<file path="config.mk">
export PLATFORM = sky130hd
export DESIGN_NAME = pipeline_stage_reg_flat
export DESIGN_NICKNAME = d
export VERILOG_FILES = /design/src/rtl/pipeline_stage_reg_pkg.sv /design/src/rtl/pipeline_stage_reg_if.sv /design/src/rtl/pipeline_stage_reg_slot.sv /design/src/rtl/pipeline_stage_reg.sv /design/src/flat_wrapper.sv
export SDC_FILE = /design/constraint.sdc
export NUM_CORES = 1
export LEC_CHECK = 0
export ABC_CLOCK_PERIOD_IN_PS = 2200
export CAP_MARGIN = 20
export CORE_UTILIZATION = 42
export DETAILED_ROUTE_END_ITERATION = 12
export PLACE_DENSITY = 0.89
export SLEW_MARGIN = 20
export SYNTH_ARGS = -nofsm -noshare
export SYNTH_HDL_FRONTEND = slang
export SYNTH_HIERARCHICAL = 1
export SYNTH_SLANG_ARGS = --single-unit
</file>
<file path="constraint.sdc">
create_clock -name clk -period 2.2 [get_ports clk]
set_input_delay 0.33 -clock clk [delete_from_list [all_inputs] [get_ports clk]]
set_output_delay 0.33 -clock clk [all_outputs]
set_load 0.01 [all_outputs]
</file>
<file path="src/rtl/pipeline_stage_reg_pkg.sv">
// ---------------------------------------------------------------------------
// pipeline_pkg : shared state encoding and per-stage control constants
// Revision: 1.0
// ---------------------------------------------------------------------------
`default_nettype none

package pipeline_pkg;

  typedef enum logic [1:0] {
    EMPTY = 2'd0,
    ONE   = 2'd1,
    TWO   = 2'd2
  } stage_state_t;

  // ID/EX ctrl layout: {regfile_we, mem_re, mem_we, alu_src, wb_sel, branch[2:0]}
  localparam int ID_EX_CTRL_W  = 8;
  localparam int EX_MEM_CTRL_W = 4;

  localparam logic [2:0] BRANCH_FORCE_FALSE = 3'b010;

  localparam logic [ID_EX_CTRL_W-1:0]  ID_EX_KILL  = {5'b00000, BRANCH_FORCE_FALSE};
  localparam logic [EX_MEM_CTRL_W-1:0] EX_MEM_KILL = '0;

endpackage

`default_nettype wire

</file>
<file path="src/rtl/pipeline_stage_reg_if.sv">
// ---------------------------------------------------------------------------
// pipeline_stage_reg_if : upstream/downstream valid-ready bus of one stage
// Revision: 1.0
// ---------------------------------------------------------------------------
`default_nettype none

interface pipeline_stage_reg_if #(
  parameter int DATA_W = 96,
  parameter int CTRL_W = 8
);
  logic              in_valid;
  logic              in_ready;
  logic              in_invalid;
  logic [DATA_W-1:0] in_data;
  logic [CTRL_W-1:0] in_ctrl;
  logic              flush;
  logic              out_valid;
  logic              out_ready;
  logic              out_invalid;
  logic [DATA_W-1:0] out_data;
  logic [CTRL_W-1:0] out_ctrl;

  modport slave (
    input  in_valid, in_invalid, in_data, in_ctrl, flush, out_ready,
    output in_ready, out_valid, out_invalid, out_data, out_ctrl
  );

  modport master (
    output in_valid, in_invalid, in_data, in_ctrl, flush, out_ready,
    input  in_ready, out_valid, out_invalid, out_data, out_ctrl
  );
endinterface

`default_nettype wire

</file>
<file path="src/rtl/pipeline_stage_reg_slot.sv">
// ---------------------------------------------------------------------------
// pipeline_slot : one beat register (valid/invalid/data/ctrl) with load and kill
// Revision: 1.0
// ---------------------------------------------------------------------------
`default_nettype none

module pipeline_slot
  import pipeline_pkg::*;
#(
  parameter int                DATA_W     = 96,
  parameter int                CTRL_W     = 8,
  parameter logic [CTRL_W-1:0] KILL_VALUE = '0
) (
  input  wire logic              clk,
  input  wire logic              rst_n,
  input  wire logic              clr,
  input  wire logic              load,
  input  wire logic              drain,
  input  wire logic              in_invalid,
  input  wire logic [DATA_W-1:0] in_data,
  input  wire logic [CTRL_W-1:0] in_ctrl,
  output logic                   valid,
  output logic                   invalid,
  output logic [DATA_W-1:0]      data,
  output logic [CTRL_W-1:0]      ctrl
);

  logic              valid_q, valid_d;
  logic              invalid_q, invalid_d;
  logic [DATA_W-1:0] data_q, data_d;
  logic [CTRL_W-1:0] ctrl_q, ctrl_d;

  // Payload is left untouched on clear/drain; only ctrl is forced safe.
  always_comb begin
    valid_d   = valid_q;
    invalid_d = invalid_q;
    data_d    = data_q;
    ctrl_d    = ctrl_q;
    if (clr) begin
      valid_d   = 1'b0;
      invalid_d = 1'b0;
      ctrl_d    = KILL_VALUE;
    end else if (load) begin
      valid_d   = 1'b1;
      invalid_d = in_invalid;
      data_d    = in_data;
      ctrl_d    = in_invalid ? KILL_VALUE : in_ctrl;
    end else if (drain) begin
      valid_d   = 1'b0;
      invalid_d = 1'b0;
      ctrl_d    = KILL_VALUE;
    end
  end

  always_ff @(posedge clk or negedge rst_n) begin
    if (!rst_n) begin
      valid_q   <= 1'b0;
      invalid_q <= 1'b0;
      data_q    <= '0;
      ctrl_q    <= KILL_VALUE;
    end else begin
      valid_q   <= valid_d;
      invalid_q <= invalid_d;
      data_q    <= data_d;
      ctrl_q    <= ctrl_d;
    end
  end

  assign valid   = valid_q;
  assign invalid = invalid_q;
  assign data    = data_q;
  assign ctrl    = ctrl_q;

endmodule

`default_nettype wire

</file>
<file path="src/rtl/pipeline_stage_reg.sv">
// ---------------------------------------------------------------------------
// pipeline_stage_reg : generic inter-stage register, optional skid slot, stall counter
// Revision: 1.0
// ---------------------------------------------------------------------------
`default_nettype none

module pipeline_stage_reg
  import pipeline_pkg::*;
#(
  parameter int                DATA_W     = 96,
  parameter int                CTRL_W     = 8,
  parameter logic [CTRL_W-1:0] KILL_VALUE = '0,
  parameter int                SKID       = 0,
  parameter int                CNT_W      = 16
) (
  input  wire logic             clk,
  input  wire logic             rst_n,
  pipeline_stage_reg_if.slave   bus,
  input  wire logic             stall_count_clr,
  output logic [CNT_W-1:0]      stall_count
);

  logic              accept;
  logic              emit;
  logic              o_valid;
  logic              o_invalid;
  logic [DATA_W-1:0] o_data;
  logic [CTRL_W-1:0] o_ctrl;

  assign accept          = bus.in_valid & bus.in_ready;
  assign emit            = o_valid & bus.out_ready;
  assign bus.out_valid   = o_valid;
  assign bus.out_invalid = o_invalid;
  assign bus.out_data    = o_data;
  assign bus.out_ctrl    = o_ctrl;

  generate
    if (SKID == 0) begin : g_single
      assign bus.in_ready = rst_n & (!o_valid | bus.out_ready);

      pipeline_slot #(.DATA_W(DATA_W), .CTRL_W(CTRL_W), .KILL_VALUE(KILL_VALUE)) u_out (
        .clk        (clk),
        .rst_n      (rst_n),
        .clr        (bus.flush),
        .load       (accept),
        .drain      (emit),
        .in_invalid (bus.in_invalid),
        .in_data    (bus.in_data),
        .in_ctrl    (bus.in_ctrl),
        .valid      (o_valid),
        .invalid    (o_invalid),
        .data       (o_data),
        .ctrl       (o_ctrl)
      );
    end else begin : g_skid
      stage_state_t      state_q, state_d;
      logic              ready_q, ready_d;
      logic              o_load, o_drain, s_load, s_drain, o_from_skid;
      logic              s_valid, s_invalid;
      logic [DATA_W-1:0] s_data;
      logic [CTRL_W-1:0] s_ctrl;

      always_comb begin
        state_d     = state_q;
        o_load      = 1'b0;
        o_drain     = 1'b0;
        s_load      = 1'b0;
        s_drain     = 1'b0;
        o_from_skid = 1'b0;
        if (bus.flush) begin
          state_d = EMPTY;
        end else begin
          case (state_q)
            EMPTY: if (accept) begin
              o_load  = 1'b1;
              state_d = ONE;
            end
            ONE: if (accept && emit) begin
              o_load = 1'b1;
            end else if (accept) begin
              s_load  = 1'b1;
              state_d = TWO;
            end else if (emit) begin
              o_drain = 1'b1;
              state_d = EMPTY;
            end
            TWO: if (emit && s_valid) begin
              o_load      = 1'b1;
              o_from_skid = 1'b1;
              s_drain     = 1'b1;
              state_d     = ONE;
            end
            default: state_d = EMPTY;
          endcase
        end
        ready_d = (state_d != TWO);
      end

      always_ff @(posedge clk or negedge rst_n) begin
        if (!rst_n) begin
          state_q <= EMPTY;
          ready_q <= 1'b0;
        end else begin
          state_q <= state_d;
          ready_q <= ready_d;
        end
      end

      assign bus.in_ready = ready_q;

      pipeline_slot #(.DATA_W(DATA_W), .CTRL_W(CTRL_W), .KILL_VALUE(KILL_VALUE)) u_out (
        .clk        (clk),
        .rst_n      (rst_n),
        .clr        (bus.flush),
        .load       (o_load),
        .drain      (o_drain),
        .in_invalid (o_from_skid ? s_invalid : bus.in_invalid),
        .in_data    (o_from_skid ? s_data    : bus.in_data),
        .in_ctrl    (o_from_skid ? s_ctrl    : bus.in_ctrl),
        .valid      (o_valid),
        .invalid    (o_invalid),
        .data       (o_data),
        .ctrl       (o_ctrl)
      );

      pipeline_slot #(.DATA_W(DATA_W), .CTRL_W(CTRL_W), .KILL_VALUE(KILL_VALUE)) u_skid (
        .clk        (clk),
        .rst_n      (rst_n),
        .clr        (bus.flush),
        .load       (s_load),
        .drain      (s_drain),
        .in_invalid (bus.in_invalid),
        .in_data    (bus.in_data),
        .in_ctrl    (bus.in_ctrl),
        .valid      (s_valid),
        .invalid    (s_invalid),
        .data       (s_data),
        .ctrl       (s_ctrl)
      );
    end
  endgenerate

  logic [CNT_W-1:0] cnt_q, cnt_d;

  always_comb begin
    cnt_d = cnt_q;
    if (stall_count_clr) begin
      cnt_d = '0;
    end else if (o_valid && !bus.out_ready && !bus.flush && (cnt_q != {CNT_W{1'b1}})) begin
      cnt_d = cnt_q + 1'b1;
    end
  end

  always_ff @(posedge clk or negedge rst_n) begin
    if (!rst_n) begin
      cnt_q <= '0;
    end else begin
      cnt_q <= cnt_d;
    end
  end

  assign stall_count = cnt_q;

endmodule

`default_nettype wire
</file>
<file path="src/flat_wrapper.sv">
// flat-port wrapper written by rule: the top's interface ports become plain ports
module pipeline_stage_reg_flat import pipeline_pkg::*;
#(
  parameter int                DATA_W     = 96,
  parameter int                CTRL_W     = 8,
  parameter logic [CTRL_W-1:0] KILL_VALUE = '0,
  parameter int                SKID       = 0,
  parameter int                CNT_W      = 16
)
  (clk, rst_n, stall_count_clr, stall_count, bus_in_valid, bus_in_invalid, bus_in_data, bus_in_ctrl, bus_flush, bus_out_ready, bus_in_ready, bus_out_valid, bus_out_invalid, bus_out_data, bus_out_ctrl);
  pipeline_stage_reg_if #(.DATA_W(DATA_W), .CTRL_W(CTRL_W)) bus_i ();
  input  wire logic clk;
  input  wire logic rst_n;
  input  wire logic stall_count_clr;
  output logic [CNT_W-1:0] stall_count;
  input wire logic [$bits(bus_i.in_valid)-1:0] bus_in_valid;
  input wire logic [$bits(bus_i.in_invalid)-1:0] bus_in_invalid;
  input wire logic [$bits(bus_i.in_data)-1:0] bus_in_data;
  input wire logic [$bits(bus_i.in_ctrl)-1:0] bus_in_ctrl;
  input wire logic [$bits(bus_i.flush)-1:0] bus_flush;
  input wire logic [$bits(bus_i.out_ready)-1:0] bus_out_ready;
  output wire logic [$bits(bus_i.in_ready)-1:0] bus_in_ready;
  output wire logic [$bits(bus_i.out_valid)-1:0] bus_out_valid;
  output wire logic [$bits(bus_i.out_invalid)-1:0] bus_out_invalid;
  output wire logic [$bits(bus_i.out_data)-1:0] bus_out_data;
  output wire logic [$bits(bus_i.out_ctrl)-1:0] bus_out_ctrl;
  assign bus_i.in_valid = bus_in_valid;
  assign bus_i.in_invalid = bus_in_invalid;
  assign bus_i.in_data = bus_in_data;
  assign bus_i.in_ctrl = bus_in_ctrl;
  assign bus_i.flush = bus_flush;
  assign bus_i.out_ready = bus_out_ready;
  assign bus_in_ready = bus_i.in_ready;
  assign bus_out_valid = bus_i.out_valid;
  assign bus_out_invalid = bus_i.out_invalid;
  assign bus_out_data = bus_i.out_data;
  assign bus_out_ctrl = bus_i.out_ctrl;
  pipeline_stage_reg #(.DATA_W(DATA_W), .CTRL_W(CTRL_W), .KILL_VALUE(KILL_VALUE), .SKID(SKID), .CNT_W(CNT_W)) u_core (.clk(clk), .rst_n(rst_n), .bus(bus_i), .stall_count_clr(stall_count_clr), .stall_count(stall_count));
endmodule
</file>
Yosys cells after proc, flatten, opt, wreduce, memory -nomap -nowiden:

Cells that the tools add are included.

* bits in registers: 122
* input port bits: 111
* output and inout bits: 123
* logic and storage cells: 32

* add/sub/neg operators: 1
* equal/unequal tests: 1
* multiplexer cells: 11
* bitwise operators: 5
* reduce and logical (&&, ||, !) cells: 9

Operators with widths (number)
* two-way mux 16 bit: 2
* two-way mux 8 bit: 4
* adder 16 x 1 -> 16 bit (second input constant): 1
* != test 16 bit (second input constant): 1
* two-way mux 1 bit: 5
* AND 1 bit: 3
* logical AND 1 bit: 3
* logical NOT 1 bit: 3
* nonzero test 3 bit: 1
* AND reduction 2 bit: 1
* nonzero test 2 bit: 1
* NOT 1 bit: 1
* bitwise OR 1 bit: 1

Logic depth before layout (Yosys ltp):

Gate-level depths: netlist (run 1).

* depth in word-level cells: 6
* mapped depth: 7
* gate-level depth less buffers: 6

Modules after synthesis:

Netlist (run 1), hierarchy kept.

Modules (own cells, without submodules)
* pipeline_slot: times used 1, cells each 250, area an instance 4255.3 µm², sequential area each 2652.5 µm²
* pipeline_stage_reg: times used 1, cells each 95, area an instance 900.9 µm², sequential area each 400.4 µm²

Least setup slack after synthesis (run 1):

OpenSTA, ideal clock, no wires.

* path type: reg2reg
* start: reg u_core.cnt_q[0], in the netlist u_core/stall_count[0]
* end: reg u_core.cnt_q[3], in the netlist u_core/stall_count[3]
* arrival: 1.641 ns
* required time: 2.122 ns
* setup slack: 0.481 ns
* cell stages (with the launch flop): 7
* path buffers: 0
* period minus slack after synthesis: 1.719 ns
* cell sequence: dfrtp_1 -> ha_1 -> nand2_1 -> nor3_2 -> a211o_1 -> or3_1 -> a21oi_1

* word-level cells in the longest chain between the ends: 3
* elaborated cells on any way between the ends: 6
* those cells by class: add/sub: 1; eq/ne: 1; mux: 2; reduce/logical: 2

Ends and longest elaborated chain
* from (decl): line pipeline_stage_reg.sv:143 `logic [CNT_W-1:0] cnt_q, cnt_d;`
* from (signal assigned): line pipeline_stage_reg.sv:158 `cnt_q <= cnt_d;`
* adder 16 x 1 -> 16 bit / != test 16 bit (equally long branches): line pipeline_stage_reg.sv:150, pipeline_stage_reg.sv:149
* two-way mux 16 bit / logical AND 1 bit (equally long branches): line pipeline_stage_reg.sv:149 `end else if (o_valid && !bus.out_ready && !bus.flush && (cnt_q != {CNT_W{1'b1}})) begin`
* two-way mux 16 bit / nonzero test 2 bit (equally long branches)

Several ways; a longest one is shown, not always the timed one. The select of a mux whose other input is x is not followed.
A chain may end at the register's enable or synchronous reset.

Final worst setup path (run 1):

* start: in rst_n
* end: out bus_in_ready

* word-level cells in the longest chain between the ends: 1

Ends and longest elaborated chain
* from (decl): line flat_wrapper.sv:13 `input wire logic rst_n;`
* AND 1 bit: line pipeline_stage_reg.sv:39 `assign bus.in_ready = rst_n & (!o_valid | bus.out_ready);`
* to (decl): line flat_wrapper.sv:22 `output wire logic [$bits(bus_i.in_ready)-1:0] bus_in_ready;`

No other way between the ends.

==> summary.md, run 1 <==
| Metric | Value |
|---|---|
| Fill count | `803` |
| Row Count | `40` |
| Sequence of cells on the critical path | `dlygate4sd3_1, buf_4, and2_1, clkdlybuf4s50_1` |
| Worst max-slew margin expressed relative to the limit | `44.53%` |
| Maximum number of pins on one net before global-route repair | `66` |
| Mapped Avg Cell Area | `14.95 um^2` |
| Critical path arrival | `1.73 ns` |
| Total setup buffers inserted after CTS | `0` |
| Via count of the first global-routing pass | `4,033` |
| Count of input and output buffers | `233` |
| Type of the worst min-delay path | `primary input to asynchronous set/reset pin` |
| Total power divided by cell area | `902.5 mW/mm^2` |
| Sort of element at the start of the critical path | `primary input` |
| Summed area of non-filler cells in the final layout | `0.008318 mm^2` |
| Crit Path Category | `primary input to output port` |
| Overall power consumption | `7.507 mW` |
| Crit-path slowest cell | `dlygate4sd3_1` |
| Root Buffer | `clkbuf_16` |
| Min Clock Period, post-route | `2.062 ns` |
| Weighted congestion at the end of routability-driven global placement | `0.8238` |
| Post-DR vias/cell | `4.929` |
| Count of endpoints failing setup in the final report | `0` |
| Pre-Repair DR Iteration Count | `4` |
| Number of nets in the synthesized netlist | `457` |
| Fraction of the mapped netlist area in simple logic gates | `6.964%` |
| Achievable clock frequency | `485.1 MHz` |
| Maximum net fanout on the critical path | `12` |
| Leak Pwr | `3.506 nW` |
| Finished Layout Cells | `758` |
| Synthesis warning total | `6` |
| Buffer levels on the longest clock path | `2` |
| Worst-Margin Slew | `0.8321 ns` |
| Worst-path clk slew | `0.05 ns` |
| Multiplexer fraction of the synthesized cell area | `24.27%` |
| Maximum capacitance violations | `0` |
| Placeable core area | `0.01201 mm^2` |
| Crit path largest cell delay | `0.53 ns` |
| Die Outline Area | `0.01272 mm^2` |
| DRC violations left | `0` |
| RSZ-0062 raised after global routing | `false` |
| Post-route core utilization | `69.25%` |
| Max IR drop VDD | `0.4716 mV` |
| Crit path required time | `1.87 ns` |
| Count of pins on the block boundary | `234` |
| Vias after detailed routing | `3,736` |
| Synth cell types | `42` |
| Detail Route Antenna Nets | `0` |
| Clk_lat worst skew | `0.40 ns` |
| Parity-gate share of the synthesized area counting xor and xnor cells | `1.699%` |
| Fraction of layout instances using a drive strength above 1 | `25.20%` |
| Drt wl/cell | `17.23 um` |
| Portion of the post-synthesis area used by sequential elements | `59.21%` |
| Share of synthesized cell area in full adder, half adder and majority cells | `0.2427%` |
| Number of nets in the layout | `712` |
| DRC violation total after the first TritonRoute iteration | `228` |
| Fraction of the mapped netlist area in compound gates | `3.349%` |
| HPWL Detailed | `9439 um` |
| Number of antenna violations at the first check in global routing | `0` |
| Number of cells in the design after placement | `727` |
| Max-slew violation count | `0` |
| Diode count | `0` |
| Commonest register cell after synthesis | `dfrtp_1` |
| Starting utilization of the core area | `42.93%` |
| Largest family of logic cells by synthesized area | `multiplexers` |
| Critical Path End Type | `output port` |
| Clock Sinks | `122` |
| Global-route usage over all layers | `20.93%` |
| Syn Std Cell Area | `0.005156 mm^2` |
| Remaining global-route overflow | `0` |
| Final Hold Viols | `0` |
| Number of buffers added by the clock tree synthesis step | `17` |
| Cell area after placement | `0.007691 mm^2` |
| Post-synthesis instance total | `345` |
| Setup TNS Final | `0 ns` |
| First-pass GRT wire length | `20,480 um` |
| Final Routed Wirelength | `13,060 um` |
| Number of storage elements in the synthesis netlist | `122` |
| Width of the chip | `112.8 um` |
| Worst clock skew | `0.005315 ns` |
| Part of the cycle the worst path needs | `93.71%` |
| Area growth from synthesis to layout | `61.32%` |
| Async set or reset register ratio after synthesis | `100.0%` |
| Number of levels in the clock H-tree | `4` |
| CTS tree | `yes` |
| Outcome | `finished clean` |
| Die height | `112.8 um` |
| Number of flops mapped to enable cells by yosys | `0` |
| Number of instances resized during post-cts repair | `0` |
==> registers in the layout, summed over array words and instances, names as in the netlist <==
signal / flops
u_core/g_single.u_out/data: 96
u_core/stall_count: 16
u_core/g_single.u_out/valid: 1
u_core/g_single.u_out/ctrl: 8
u_core/g_single.u_out/invalid: 1
==> layout make-up <==
cell class / instances / area (um^2) / area share, %
sequential: 122 / 3053 / 36.70
multi-input combinational: 193 / 1883 / 22.64
tap: 147 / 183.9 / 2.211
inverter: 13 / 48.80 / 0.5866
clock buffer: 22 / 474.2 / 5.701
timing repair buffer: 253 / 2532 / 30.45
clock inverter: 8 / 142.6 / 1.715
==> Yosys cell counts, types with 2 or more instances <==
cell | instances | share of area (%)
mux2_2 | 56 | 12
a21oi_1 | 5 | 0.49
nand2_1 | 7 | 0.51
nand2b_1 | 11 | 1.3
and2_1 | 2 | 0.24
inv_1 | 13 | 0.95
nor3_1 | 5 | 0.49
nand4_1 | 2 | 0.24
buf_4 | 5 | 0.73
buf_12 | 5 | 1.9
nor2_1 | 15 | 1.1
nand3_1 | 5 | 0.49
o32ai_1 | 9 | 1.5
xnor2_1 | 9 | 1.5
and4_1 | 2 | 0.34
nor4_1 | 2 | 0.24
mux2_4 | 40 | 12
and3_1 | 2 | 0.24
dfrtp_1 | 122 | 59
clkbuf_1 | 5 | 0.36
mux2i_1 | 2 | 0.39
==> cells in the final DEF (no fill, tap or decap), types with 2 or more instances in the layout <==
cell and instances:
nand4_1 2, nor2_1 15, o32ai_1 9, clkinv_2 3, bufinv_16 4, nand3_1 5
xnor2_1 9, clkbuf_8 3, clkdlybuf4s50_1 232, mux2i_1 2, nor4_1 2, buf_12 4
buf_4 16, and4_1 2, nand2_1 7, mux2_2 56, a21oi_1 5, nand2b_1 11
and3_1 2, dfrtp_1 122, inv_1 13, mux2_4 40, clkbuf_1 2, and2_1 2
clkbuf_16 17, nor3_1 5
==> power breakdown <==
| part | internal (mW) | total [mW] | leakage [nW] | switching (mW) |
|---|---|---|---|---|
| clock | 1.97 | 2.90 | 0.302 | 0.930 |
| sequential | 2.62 | 2.83 | 1.50 | 0.208 |
| combinational | 1.19 | 1.78 | 1.71 | 0.594 |
==> cell families after synthesis <==
logic type,count (synthesis)
AOI/OAI and AO/OA,22
xor gates and xnor gates,10
and+or+nand+nor,62
DFF,122
buffers and inverters,30
muxes,98
adders and majority gates,1
==> final timing paths <==
| path | from | endpoint | slack, ns | cells past startpoint |
|---|---|---|---|---|
| max reg2reg | u_core/stall_count[0] | u_core/stall_count[3] | 0.39 | 6 |
| min | rst_n | u_core/stall_count[10] | 0.30 | 2 |
| max in group asynchronous | rst_n | u_core/g_single.u_out/data[86] | 0.84 | 3 |
| min in group clk | bus_in_ctrl[0] | u_core/g_single.u_out/ctrl[0] | 0.49 | 3 |
| min reg2reg | u_core/g_single.u_out/data[89] | u_core/g_single.u_out/data[89] | 0.50 | 1 |
| max | rst_n | bus_in_ready | 0.14 | 4 |
==> timing repair <==
action,CTS,global route
hold endpoints to repair,8,0
hold buffers,1,0
setup endpoints to repair,0,0
==> worst max-delay path, delay by kind of cell <==
| family | cells | cell delay (ns) |
|---|---|---|
| simple gates | 1 | 0.14 |
| buf+inv | 3 | 1.26 |
==> stage by stage <==
step	worst slack (ns)	hold WS (ns)
after floorplan	0.4812	0.03441
final	0.1385	0.2985
after detailed placement	0.05471	0.1698
after global routing	0.08110	0.3012
after CTS	0.1348	0.2810
after global placement	0.09939	0.1665
==> routing by layer <==
layer / share of wire (%) / track usage, %
met1: 42 / 24.50
met5: 0 / 0
met2: 48 / 34.36
met3: 8.2 / 8.516
met4: 2.1 / 8.267
Power figures use the tool's default switching activity.
==> run 2: changes to the inputs <==
--- a/config.mk
+++ b/config.mk
@@ -9,7 +9,7 @@
 export CAP_MARGIN = 20
 export CORE_UTILIZATION = 42
 export DETAILED_ROUTE_END_ITERATION = 12
-export PLACE_DENSITY = 0.89
+export PLACE_DENSITY_LB_ADDON = 0.12
 export SLEW_MARGIN = 20
 export SYNTH_ARGS = -nofsm -noshare
 export SYNTH_HDL_FRONTEND = slang
==> constraint.sdc (replaced) <==
create_clock -name clk -period 2.2 [get_ports clk]
set_input_delay 0.44 -clock clk [delete_from_list [all_inputs] [get_ports clk]]
set_output_delay 0.44 -clock clk [all_outputs]
set_load 0.01 [all_outputs]
==> run 2 against run 1 <==
Effect of this change: power decreased by 7.3%; die area unchanged; sequential cell count unchanged; cell area decreased by 0.80%; worst setup slack improved by 0.13 ns; critical path type is now flip-flop to output port.
==> summary.md, run 2 (synthesis gave the netlist of run 1 again) <==
| Metric | Value |
|---|---|
| Outcome | `finished clean` |
| Drt wl/cell | `17.31 um` |
| Type of the worst min-delay path | `primary input to asynchronous set/reset pin` |
| Worst clock skew | `0.004723 ns` |
| Post-DR vias/cell | `5.008` |
| Clock Sinks | `122` |
| Clk_lat worst skew | `0.40 ns` |
| Fraction of layout instances using a drive strength above 1 | `24.67%` |
| Critical path arrival | `1.49 ns` |
| Width of the chip | `112.8 um` |
| Min Clock Period, post-route | `1.933 ns` |
| Number of cells in the design after placement | `729` |
| Max FFs per register | `96` |
| Reg-to-reg slack, setup | `0.34 ns` |
| Remaining global-route overflow | `0` |
| Weighted congestion at the end of routability-driven global placement | `0.7681` |
| Crit-path slowest cell | `clkdlybuf4s50_1` |
| Final Hold Viols | `0` |
| Power spent charging and discharging nets | `1.673 mW` |
| Diode count | `0` |
| Crit. Startpoint | `u_core/stall_count[8]` |
| Die Outline Area | `0.01272 mm^2` |
| Achievable clock frequency | `517.2 MHz` |
| Global-route usage over all layers | `21.59%` |
| Fill count | `919` |
| Part of the cycle the worst path needs | `87.88%` |
| Count of pins on the block boundary | `234` |
| Worst max-slew margin expressed relative to the limit | `47.04%` |
| Placeable core area | `0.01201 mm^2` |
| Detail Route Antenna Nets | `0` |
| Row Count | `40` |
| Max-slew violation count | `0` |
| Count of input and output buffers | `233` |
| Net Sw Frac | `24.05%` |
| Maximum capacitance violations | `0` |
| First-pass GRT wire length | `20,770 um` |
| Root Buffer | `clkbuf_16` |
| Pre-Repair DR Iteration Count | `4` |
| Most common library cell in the layout ignoring fill and taps | `clkdlybuf4s50_1` |
| Power Internal | `5.284 mW` |
| Fraction of power consumed by sequential logic | `40.5%` |
| Critical Path End Type | `output port` |
| Starting utilization of the core area | `42.93%` |
| Die height | `112.8 um` |
| Crit path required time | `1.76 ns` |
| Number of buffers added by the clock tree synthesis step | `17` |
| HPWL Detailed | `9804 um` |
| Overall power consumption | `6.956 mW` |
| Via count of the first global-routing pass | `3,907` |
| Worst hold slack after final layout | `0.2416 ns` |
| Number of antenna violations at the first check in global routing | `0` |
| Count of endpoints failing setup in the final report | `0` |
| Sort of element at the start of the critical path | `flip-flop` |
| CTS tree | `yes` |
| Area growth from synthesis to layout | `60.03%` |
| Total power divided by cell area | `843.0 mW/mm^2` |
| Sum of buffers and inverters on the critical path | `1` |
| Share of power burned in the clock network | `33.7%` |
| Vias after detailed routing | `3,801` |
| DRC violations left | `0` |
| FF-to-FF Start | `u_core/stall_count[0]` |
| Maximum net fanout on the critical path | `7` |
| CP endpoint | `stall_count[8]` |
| Worst-path clk slew | `0.05 ns` |
| Summed area of non-filler cells in the final layout | `0.008252 mm^2` |
| Final Routed Wirelength | `13,140 um` |
| Capture point of the worst reg-to-reg path | `u_core/stall_count[3]` |
| Number of levels in the clock H-tree | `4` |
| Crit Path Category | `flip-flop to output port` |
| RSZ-0062 raised after global routing | `false` |
| Max IR drop VDD | `0.4855 mV` |
| Finished Layout Cells | `759` |
| Sequence of cells on the critical path | `clkdlybuf4s50_1` |
| Buffer levels on the longest clock path | `2` |
| Comb pwr share | `25.8%` |
| Cell area after placement | `0.007744 mm^2` |
| Leak Pwr | `3.480 nW` |
| Top Family by Delay on Critical Path | `buffers and inverters` |
| Number of cells on the critical path | `1` |
| Worst-Margin Slew | `0.7944 ns` |
| Number of nets in the layout | `714` |
| Worst Reg-to-Reg Cells | `6` |
| Top library cells by usage in the layout, fill and taps aside | `231 x clkdlybuf4s50_1, 122 x dfrtp_1, 56 x mux2_2` |
| Crit path largest cell delay | `0.60 ns` |
| DRC violation total after the first TritonRoute iteration | `152` |
| Maximum number of pins on one net before global-route repair | `63` |
==> run 2: cell count changes in the layout (fill, tap and decap cells not counted), sizes merged <==
cell / previous run / this run
clkbuf: 22 / 25
bufinv: 4 / 0
clkdlybuf4s50: 232 / 231
buf: 20 / 22
clkinv: 3 / 4
dlymetal6s2s: 0 / 1
clkinvlp: 1 / 0
==> run 2: layout make-up <==
type / instances / area, um^2 / area share [%]
clock buffers: 25 / 475.5 / 5.762
clock inverters: 4 / 20.02 / 0.2426
inverters: 13 / 48.80 / 0.5914
multi-input cells: 193 / 1883 / 22.82
flip-flops and latches: 122 / 3053 / 37.00
well taps: 147 / 183.9 / 2.229
repair buffers: 255 / 2587 / 31.36
==> run 2: stage by stage <==
| step | util [%] | TNS [ns] | worst slack (ns) |
|---|---|---|---|
| 2_1_floorplan | - | 0 | 0.4690 |
| 3_3_place_gp | 64.47 | -0.5241 | -0.02916 |
| 3_5_place_dp | 64.47 | -1.654 | -0.06180 |
| 4_1_cts | 68.68 | 0 | 0.02037 |
| 5_1_grt | 68.70 | 0 | 0.1996 |
| 6_report | 68.70 | 0 | 0.2666 |
==> run 2: worst min-delay path by stage <==
stage               start                              to  slack (ns)  cells past startpoint
finish              rst_n  u_core/g_single.u_out/data[34]        0.24                      2
global route        rst_n  u_core/g_single.u_out/data[29]        0.30                      2
CTS                 rst_n  u_core/g_single.u_out/data[29]        0.26                      2
detailed placement  rst_n     u_core/g_single.u_out/valid        0.24                      1
global placement    rst_n     u_core/g_single.u_out/valid        0.24                      1
floorplan           rst_n   u_core/g_single.u_out/ctrl[0]        0.14                      0
==> run 2: per-layer routing <==
layer	share of wire, %	wire (um)	vias up	GRT usage (%)
met4	2.9	382	0	9.956
li1	-	-	1731	-
met3	6.0	794	26	6.213
met1	40	5193	1888	25.17
met2	52	6770	156	36.91
met5	0	0	-	0
==> run 2: repair_timing <==
action	in CTS	in global routing
endpoints found under the setup margin	0	1
resized for setup	0	1
hold buffers	1	0
endpoints found under the hold margin	1	0
buffers inserted	0	0
==> run 2: power groups by stage <==
stage / clock [mW] / combinational, mW / sequential (mW)
after CTS: 2.40 / 1.81 / 2.83
after global placement: 0 / 1.77 / 2.84
after floorplan: 0 / 0.501 / 3.02
final: 2.34 / 1.79 / 2.82
after global routing: 2.52 / 1.89 / 2.87
after detailed placement: 0 / 1.80 / 2.86
==> run 3: changes to the inputs <==
--- a/config.mk
+++ b/config.mk
@@ -10,6 +10,7 @@
 export CORE_UTILIZATION = 42
 export DETAILED_ROUTE_END_ITERATION = 12
 export PLACE_DENSITY_LB_ADDON = 0.12
+export REMOVE_ABC_BUFFERS = 1
 export SLEW_MARGIN = 20
 export SYNTH_ARGS = -nofsm -noshare
 export SYNTH_HDL_FRONTEND = slang
==> run 3 against run 2 <==
Effect of this change: cell area grew 1.3%; count of clock-buffer cells in the layout unchanged; sequential share of layout area shrank 0.47 points; first-iteration DRC count up 7.2%; largest power group unchanged.
==> summary.md, run 3 (synthesis gave the netlist of run 1 again) <==
| Metric | Value |
|---|---|
| DRC violations left | `0` |
| Final Hold Viols | `0` |
| Clk_lat worst skew | `0.41 ns` |
| Total power divided by cell area | `887.2 mW/mm^2` |
| Diode count | `0` |
| Final setup margin | `0.04649 ns` |
| Count of endpoints failing setup in the final report | `0` |
| Total setup buffers inserted after CTS | `0` |
| Worst-Margin Slew | `0.6169 ns` |
| First-pass GRT wire length | `20,360 um` |
| Die height | `112.8 um` |
| Maximum capacitance violations | `0` |
| Worst-path clk slew | `0.05 ns` |
| Part of the cycle the worst path needs | `97.89%` |
| Worst clock skew | `0.008100 ns` |
| Sort of element at the start of the critical path | `primary input` |
| Max FFs per register | `96` |
| Vias after detailed routing | `3,708` |
| Type of the worst min-delay path | `primary input to asynchronous set/reset pin` |
| Crit Path Category | `primary input to output port` |
| Top library cells by usage in the layout, fill and taps aside | `232 x clkdlybuf4s50_1, 122 x dfrtp_1, 56 x mux2_2` |
| Max IR drop VDD | `0.6195 mV` |
| Worst hold slack after final layout | `0.1648 ns` |
| Drt wl/cell | `16.87 um` |
| Number of buffers added by the clock tree synthesis step | `17` |
| Row Count | `40` |
| Fraction of layout instances using a drive strength above 1 | `25.77%` |
| Worst max-slew margin expressed relative to the limit | `58.87%` |
| Count of input and output buffers | `233` |
| Final Routed Wirelength | `12,820 um` |
| Max-slew violation count | `0` |
| Clock Sinks | `122` |
| Detail Route Antenna Nets | `0` |
| Number of nets in the layout | `712` |
| Via count of the first global-routing pass | `3,942` |
| HPWL Detailed | `9294 um` |
| Buffer levels on the longest clock path | `2` |
| Most common library cell in the layout ignoring fill and taps | `clkdlybuf4s50_1` |
| Count of pins on the block boundary | `234` |
| Maximum number of pins on one net before global-route repair | `119` |
| CTS tree | `yes` |
| Area growth from synthesis to layout | `62.07%` |
| Weighted congestion at the end of routability-driven global placement | `0.7581` |
| Min Clock Period, post-route | `2.154 ns` |
| Critical path arrival | `1.71 ns` |
| Pre-Repair DR Iteration Count | `4` |
| Placeable core area | `0.01201 mm^2` |
| Crit path required time | `1.76 ns` |
| Number of levels in the clock H-tree | `4` |
| Width of the chip | `112.8 um` |
| Critical Path End Type | `output port` |
| RSZ-0062 raised after global routing | `false` |
| Die Outline Area | `0.01272 mm^2` |
| FF-to-FF Start | `u_core/stall_count[0]` |
| Leak Pwr | `3.528 nW` |
| Crit. Startpoint | `bus_out_ready` |
| Maximum net fanout on the critical path | `3` |
| Root Buffer | `clkbuf_16` |
| Post-DR vias/cell | `4.879` |
| Worst slack, placed | `-0.05369 ns` |
| Global-route usage over all layers | `21.15%` |
| DRC violation total after the first TritonRoute iteration | `163` |
| Outcome | `finished clean` |
| Number of antenna violations at the first check in global routing | `0` |
| Remaining global-route overflow | `0` |
| Starting utilization of the core area | `42.93%` |
| Achievable clock frequency | `464.4 MHz` |
-- run 3: power breakdown --
group | internal, mW | switching (mW)
clock | 1.87 | 0.931
combinational | 1.19 | 0.598
sequential | 2.62 | 0.202
total | 5.68 | 1.73
-- run 3: worst max-delay path, cell delays in order --
cell	delay, ns
clkdlybuf4s50_1	0.48
nand2b_4	0.14
and2_1	0.13
clkdlybuf4s50_1	0.52
-- run 3: final timing paths --
path                       cells past startpoint  slack (ns)                              to
setup reg to reg                               6        0.38           u_core/stall_count[3]
setup / recovery                               4        0.05                    bus_in_ready
max in group asynchronous                      2        1.56  u_core/g_single.u_out/data[52]
hold reg to reg                                1        0.50   u_core/g_single.u_out/data[8]
min in group clk                               1        0.50   u_core/g_single.u_out/data[8]
hold / removal                                 2        0.16   u_core/g_single.u_out/ctrl[7]
-- run 3: cell type report --
class	instances	area [um^2]
well taps	147	183.9
clock inverters	7	85.08
multi-input cells	193	1891
inverters	13	48.80
repair buffers	253	2570
fillers	908	3655
clock buffers	25	525.5
flip-flops and latches	122	3053
-- run 3: what timing repair did --
item                                    CTS  global route
hold buffers                              1             0
gates resized for setup                   0             1
endpoints found under the setup margin    0             1
hold endpoints to repair                  4             0
-- run 3: routing by layer --
layer / vias to the layer above / share of wire [%] / wire (um) / track usage, %
li1: 1724 / - / - / -
met4: 0 / 1.2 / 155 / 8.711
met3: 11 / 8.6 / 1103 / 8.731
met1: 1828 / 40 / 5156 / 24.24
met2: 145 / 50 / 6404 / 35.06
met5: - / 0 / 0 / 0
-- run 3: per-stage QoR --
| step | std cells | total power, mW | TNS [ns] | cell area (um^2) | utilization (%) |
|---|---|---|---|---|---|
| finish | 760 | 7.414 | 0 | 8357 | 69.57 |
| global route | 760 | 7.743 | 0 | 8357 | 69.57 |
| detailed placement | 727 | 4.647 | -1.848 | 7729 | 64.34 |
| CTS | 760 | 7.506 | 0 | 8349 | 69.51 |
| global placement | 727 | 4.610 | -0.9669 | 7729 | 64.34 |
| floorplan | 328 | 3.494 | -88.41 | 4985 | - |
